`config.mk`:
```
export PLATFORM = sky130hd
export DESIGN_NAME = fetch_unit
export DESIGN_NICKNAME = d
export VERILOG_FILES = /design/src/rtl/processor_pkg.sv /design/src/rtl/fetch_unit_inst_rom.sv /design/src/rtl/fetch_unit.sv
export SDC_FILE = /design/constraint.sdc
export NUM_CORES = 1
export LEC_CHECK = 0
export CAP_MARGIN = 20
export CORE_MARGIN = 4
export CORE_UTILIZATION = 35
export DETAILED_ROUTE_END_ITERATION = 8
export GPL_TIMING_DRIVEN = 0
export PLACE_DENSITY = 0.67
export SYNTH_ARGS = -nofsm -noshare
export SYNTH_HDL_FRONTEND = slang
export SYNTH_SLANG_ARGS = --single-unit
```
`constraint.sdc`:
```
create_clock -name clock -period 1.3 [get_ports clock]
set_input_delay 0.26 -clock clock [delete_from_list [all_inputs] [get_ports clock]]
set_output_delay 0.26 -clock clock [all_outputs]
set_load 0.1 [all_outputs]
```
`src/rtl/processor_pkg.sv`:
```
// Shared processor definitions: widths, opcodes, fetch state encodings and
// the compiled-in default instruction image.
package processor_pkg;

   localparam int PC_W   = 7;
   localparam int DATA_W = 16;

   localparam logic [3:0] OP_NOOP     = 4'd0;
   localparam logic [3:0] OP_STORE    = 4'd1;
   localparam logic [3:0] OP_LOAD     = 4'd2;
   localparam logic [3:0] OP_ADD      = 4'd3;
   localparam logic [3:0] OP_SUBTRACT = 4'd4;
   localparam logic [3:0] OP_HALT     = 4'd5;

   localparam logic [1:0] F_IDLE    = 2'd0;
   localparam logic [1:0] F_READ    = 2'd1;
   localparam logic [1:0] F_CAPTURE = 2'd2;

   // Contents of inst_rom.mif, compiled in so simulation and synthesis
   // see the same image without depending on a file search path.
   function automatic logic [15:0] rom_image(input logic [31:0] addr);
      logic [15:0] word;
      word = {OP_NOOP, 12'h000};
      case (addr)
         32'd0:   word = {OP_LOAD,  12'h014};
         32'd1:   word = {OP_STORE, 12'h305};
         32'd127: word = {OP_HALT,  12'h000};
         default: word = {OP_NOOP,  12'h000};
      endcase
      return word;
   endfunction

endpackage

```
`src/rtl/fetch_unit_inst_rom.sv`:
```
// Instruction memory: 2^PC_W x DATA_W, synchronous read, one-cycle latency.
module inst_rom
   import processor_pkg::*;
#(
   parameter int PC_W     = processor_pkg::PC_W,
   parameter int DATA_W   = processor_pkg::DATA_W,
   parameter     ROM_INIT = "inst_rom.mif"
) (
   input  logic              clock,
   input  logic [PC_W-1:0]   addr,
   output logic [DATA_W-1:0] data
);

   // Only the default image name has a compiled-in table; any other name
   // reads as NOOP so a mistyped image never silently aliases the default.
   localparam bit USE_IMAGE = (ROM_INIT == "inst_rom.mif");

   // Registered read: data reflects addr sampled on the previous edge.
   always_ff @(posedge clock) begin
      if (USE_IMAGE)
         data <= DATA_W'(rom_image(32'(addr)));
      else
         data <= '0;
   end

endmodule

```
`src/rtl/fetch_unit.sv`:
```
// Instruction fetch: program counter, three-state fetch FSM, instruction
// register, with the instruction memory as a sub-module.
//
// state     | meaning
// ----------+-----------------------------------------------------------
// F_IDLE    | waiting for ld; PC only
// F_READ    | memory addressed with fetch_addr, output registered on exit
// F_CAPTURE | memory data loaded into instruction, ir_valid pulsed on exit
module fetch_unit
   import processor_pkg::*;
#(
   parameter int PC_W     = processor_pkg::PC_W,
   parameter int DATA_W   = processor_pkg::DATA_W,
   parameter     ROM_INIT = "inst_rom.mif"
) (
   input  logic              clock,
   input  logic              reset,
   input  logic              pc_clr,
   input  logic              pc_up,
   input  logic              ld,
   output logic [DATA_W-1:0] instruction,
   output logic [PC_W-1:0]   pc_o,
   output logic              ir_valid,
   output logic              busy,
   output logic              ld_err
);

   logic [1:0]        state;
   logic [PC_W-1:0]   pc;
   logic [PC_W-1:0]   fetch_addr;
   logic [DATA_W-1:0] rom_data;

   inst_rom #(
      .PC_W     (PC_W),
      .DATA_W   (DATA_W),
      .ROM_INIT (ROM_INIT)
   ) u_rom (
      .clock (clock),
      .addr  (fetch_addr),
      .data  (rom_data)
   );

   // Program counter: clear beats increment, increment wraps naturally.
   always_ff @(posedge clock) begin
      if (reset)
         pc <= '0;
      else if (pc_clr)
         pc <= '0;
      else if (pc_up)
         pc <= pc + 1'b1;
   end

   // Fetch FSM with instruction register; fetch_addr holds the PC seen at
   // ld so PC updates during a fetch never disturb it.
   always_ff @(posedge clock) begin
      if (reset) begin
         state       <= F_IDLE;
         fetch_addr  <= '0;
         instruction <= '0;
         ir_valid    <= 1'b0;
         ld_err      <= 1'b0;
      end else begin
         ir_valid <= 1'b0;
         case (state)
            F_IDLE: begin
               if (ld) begin
                  fetch_addr <= pc;
                  state      <= F_READ;
               end
            end
            F_READ: begin
               if (ld)
                  ld_err <= 1'b1;
               state <= F_CAPTURE;
            end
            F_CAPTURE: begin
               if (ld)
                  ld_err <= 1'b1;
               instruction <= rom_data;
               ir_valid    <= 1'b1;
               state       <= F_IDLE;
            end
            default: state <= F_IDLE;
         endcase
      end
   end

   // Status outputs.
   always_comb begin
      busy = (state != F_IDLE);
      pc_o = pc;
   end

endmodule

```
==> impl_results.md <==
* Leakage at between 0.6 and 0.7 nW
* Worst flop-to-flop path endpoint: u_rom.data[12]$_DFF_P_
* Multi-input logic area at approximately 540 um2
* Total power at 1.98 mW
* Die H at between 60 and 70 um
* Clock Skews at approximately 0.0022 ns
* RSZ-0062 raised after global routing: yes
* Final worst path period share at 1.10
* FILL cells at ~320
* Cts bufs inserted at 3
* Sequential Area at 584 um2
* H-tree levels at 1
* Post-layout util at 0.513
* Mapped cell area at between 1000 and 1500 um2
* Max Slew Vio Count at 0
* Critical path required time at roughly 1.0 ns
* Most area-consuming cells after synthesis: dfxtp_1, buf_4, mux2i_1
* Synth warn at 0
* Final-report hold violation count at 0
* Crit path cell chain: inv_2, ha_4, clkinvlp_4, buf_12
* Routed vias/inst at approximately 4.4
* Longest Clk Path Bufs at 2
* CP Capture Point: busy
* Total wire length after detailed routing at around 2.2 mm
* Post-Syn Instances at ~130
* DRT Pass-1 Iters at 4
* Fin worst setup slack at -0.129 ns
* DP Wirelength at ~1.7 mm
* Clock sinks at 28
* Row count at 20
* Clock Tree Root: clkbuf_4
* Total GRT Usage at 0.0989
* Clk slew on worst S/H paths at roughly 0.14 ns
* Global route overflow at 0
* Setup TNS at -0.129 ns
* Sequential share of the synthesized area at 0.485
* CP startpoint: state[0]$_SDFFE_PP0P_
* Vias in the first global route at approximately 780
* # Max-Cap Violations at 0
* Wire length per cell at about 11 um
* Worst slack at placement at -0.868 ns
* Synth area leader: dfxtp_1
* Via count at between 800 and 900
* Worst r2r src: fetch_addr[6]$_SDFFE_PP0P_
* Post-synth top area share at 0.485
* Synth-to-Final Area Change at 37.7%
* Setup crit end kind: output port
* Synthesized flop and latch total at 28
* Violated checks: negative setup slack
* Worst EP arrival at 1.17 ns
* Crit Path Category: register to output port
* Drt first-iter violations at 7
* Max stage delay on crit path at 0.35 ns
* Core footprint at between 3000 and 4000 um2
* RD Place Congestion at between 0.7 and 0.8
* Clock Latency Late Sink at between 0.3 and 0.4 ns
* Number of diodes at 0
* Share of layout cells above drive strength 1 at 0.373
* FMAX at approximately 700 MHz
* Synth unique cells at 24
* Die W at 65.4 um
* Max Fanout on Critical Path at 3
* Largest net degree at the start of global routing at 16
* Min Tclk post-route at about 1.4 ns
* Crit start category: register
* Power Density at 1240 nW/um2
* Layout net count at 169
* Setup-failing EPs final at 1
* I/O pin count at 31
* Outcome: finished with violations
* Global-route wire length before repair at ~3.3 mm
* Most common cell after layout, fill and taps aside: buf_4
* R2R Setup Slk at approximately 0.07 ns
* Die Area at ~4300 um2
* HP Class: primary input to register
* CTS tree: yes
* CP max-delay cell: dfxtp_2
* PortBufs at 20
* Mean post-synth cell area at just over 9 um2
* Peak supply drop at 0.000816 V
* Post-route ant nets at 0
* Initial core utilization at 0.372
* DRC Markers at 0
* Antenna violations before repair at 0
* Most frequent cells in the layout: buf_4, dfxtp_1, nor2_1
* Reg2reg path depth at 3
[cells by family after synthesis]
| kind of cell | Yosys count | share of synthesized area |
|---|---|---|
| AND/OR/NAND/NOR | 46 | 0.198 |
| buffers and inverters | 20 | 0.101 |
| adder cells (fa/ha/maj) | 5 | 0.0542 |
| XOR/XNOR | 4 | 0.0303 |
| multiplexers | 8 | 0.0693 |
| flip-flops | 28 | 0.485 |
| other | 1 | 0.00325 |
| AO/OA/AOI/OAI | 13 | 0.0585 |
[per-stage QoR]
| step | hold WS (ns) | area (um2) | instances |
|---|---|---|---|
| CTS | 0.279 | 1500 | 201 |
| detailed placement | 0.459 | 1480 | 196 |
| finish | 0.278 | 1590 | 202 |
| floorplan | 0.406 | 1230 | 132 |
| global route | 0.287 | 1590 | 202 |
| global placement | 0.447 | 1480 | 196 |
[state kept, by name (all words and copies together), names as in the netlist]
register	flops
u_rom.data	5
ld_err	1
instruction	5
pc_o	7
state	2
fetch_addr	7
ir_valid	1
[worst min-delay path by stage]
stage                                 from                           end  slack (ns)  depth (start not counted)
finish                               reset           ir_valid$_SDFF_PP0_        0.28                          2
global route                         reset           ir_valid$_SDFF_PP0_        0.29                          2
CTS                                  reset           ir_valid$_SDFF_PP0_        0.28                          2
detailed placement  u_rom.data[12]$_DFF_P_  instruction[12]$_SDFFE_PP0P_        0.46                          2
global placement    u_rom.data[14]$_DFF_P_  instruction[14]$_SDFFE_PP0P_        0.45                          2
floorplan                            pc_up          pc_o[0]$_SDFFE_PP0P_        0.41                          2
[routing by layer]
layer	track usage	up-vias	wire, um
li1	-	459	-
met1	0.108	396	865
met2	0.183	26	1110
met3	0.0376	5	157
met4	0.0155	0	16
met5	0	-	0
[power by group]
group	switching [mW]	internal (mW)	total, mW
clock network	0.240	0.172	0.411
logic	0.458	0.201	0.659
registers	0.0222	0.886	0.908
total	0.720	1.26	1.98
[worst max-delay path, delay by kind of cell, from the launching register on]
kind	cells	cell delay, ns
DFF	1	0.35
adders and majority gates	1	0.15
buffers and inverters	3	0.34
[Yosys cell counts]
cell type	instances
or3_1	2
o21a_1	1
and2_1	2
o21ai_0	2
buf_4	11
xnor2_1	1
nor3_4	1
a21oi_1	10
nand2_1	12
conb_1	1
nor4_1	1
xor2_1	3
nor2b_1	1
nand3_1	7
ha_1	5
clkbuf_1	6
or2_2	1
inv_1	3
dfxtp_1	28
mux2i_1	8
nand4_1	3
nor2_1	14
nand2b_1	1
or4_4	1
[cell type report]
| cell class | count | area share |
|---|---|---|
| sequential | 28 | 0.367 |
| multi-input combinational | 84 | 0.341 |
| timing repair buffer | 24 | 0.164 |
| buffer | 15 | 0.0614 |
| tap | 44 | 0.0346 |
| clock buffer | 4 | 0.0228 |
| inverter | 3 | 0.00944 |
[timing repair]
action                                 4_1_cts  5_1_grt
setup endpoints to repair                   25       20
endpoints found under the hold margin        0        0
buffers inserted                             3        2
pin swaps                                    2        3
hold buffers                                 0        0
resized for setup                          116       19
No activity file was read; power rests on OpenSTA's default activity.
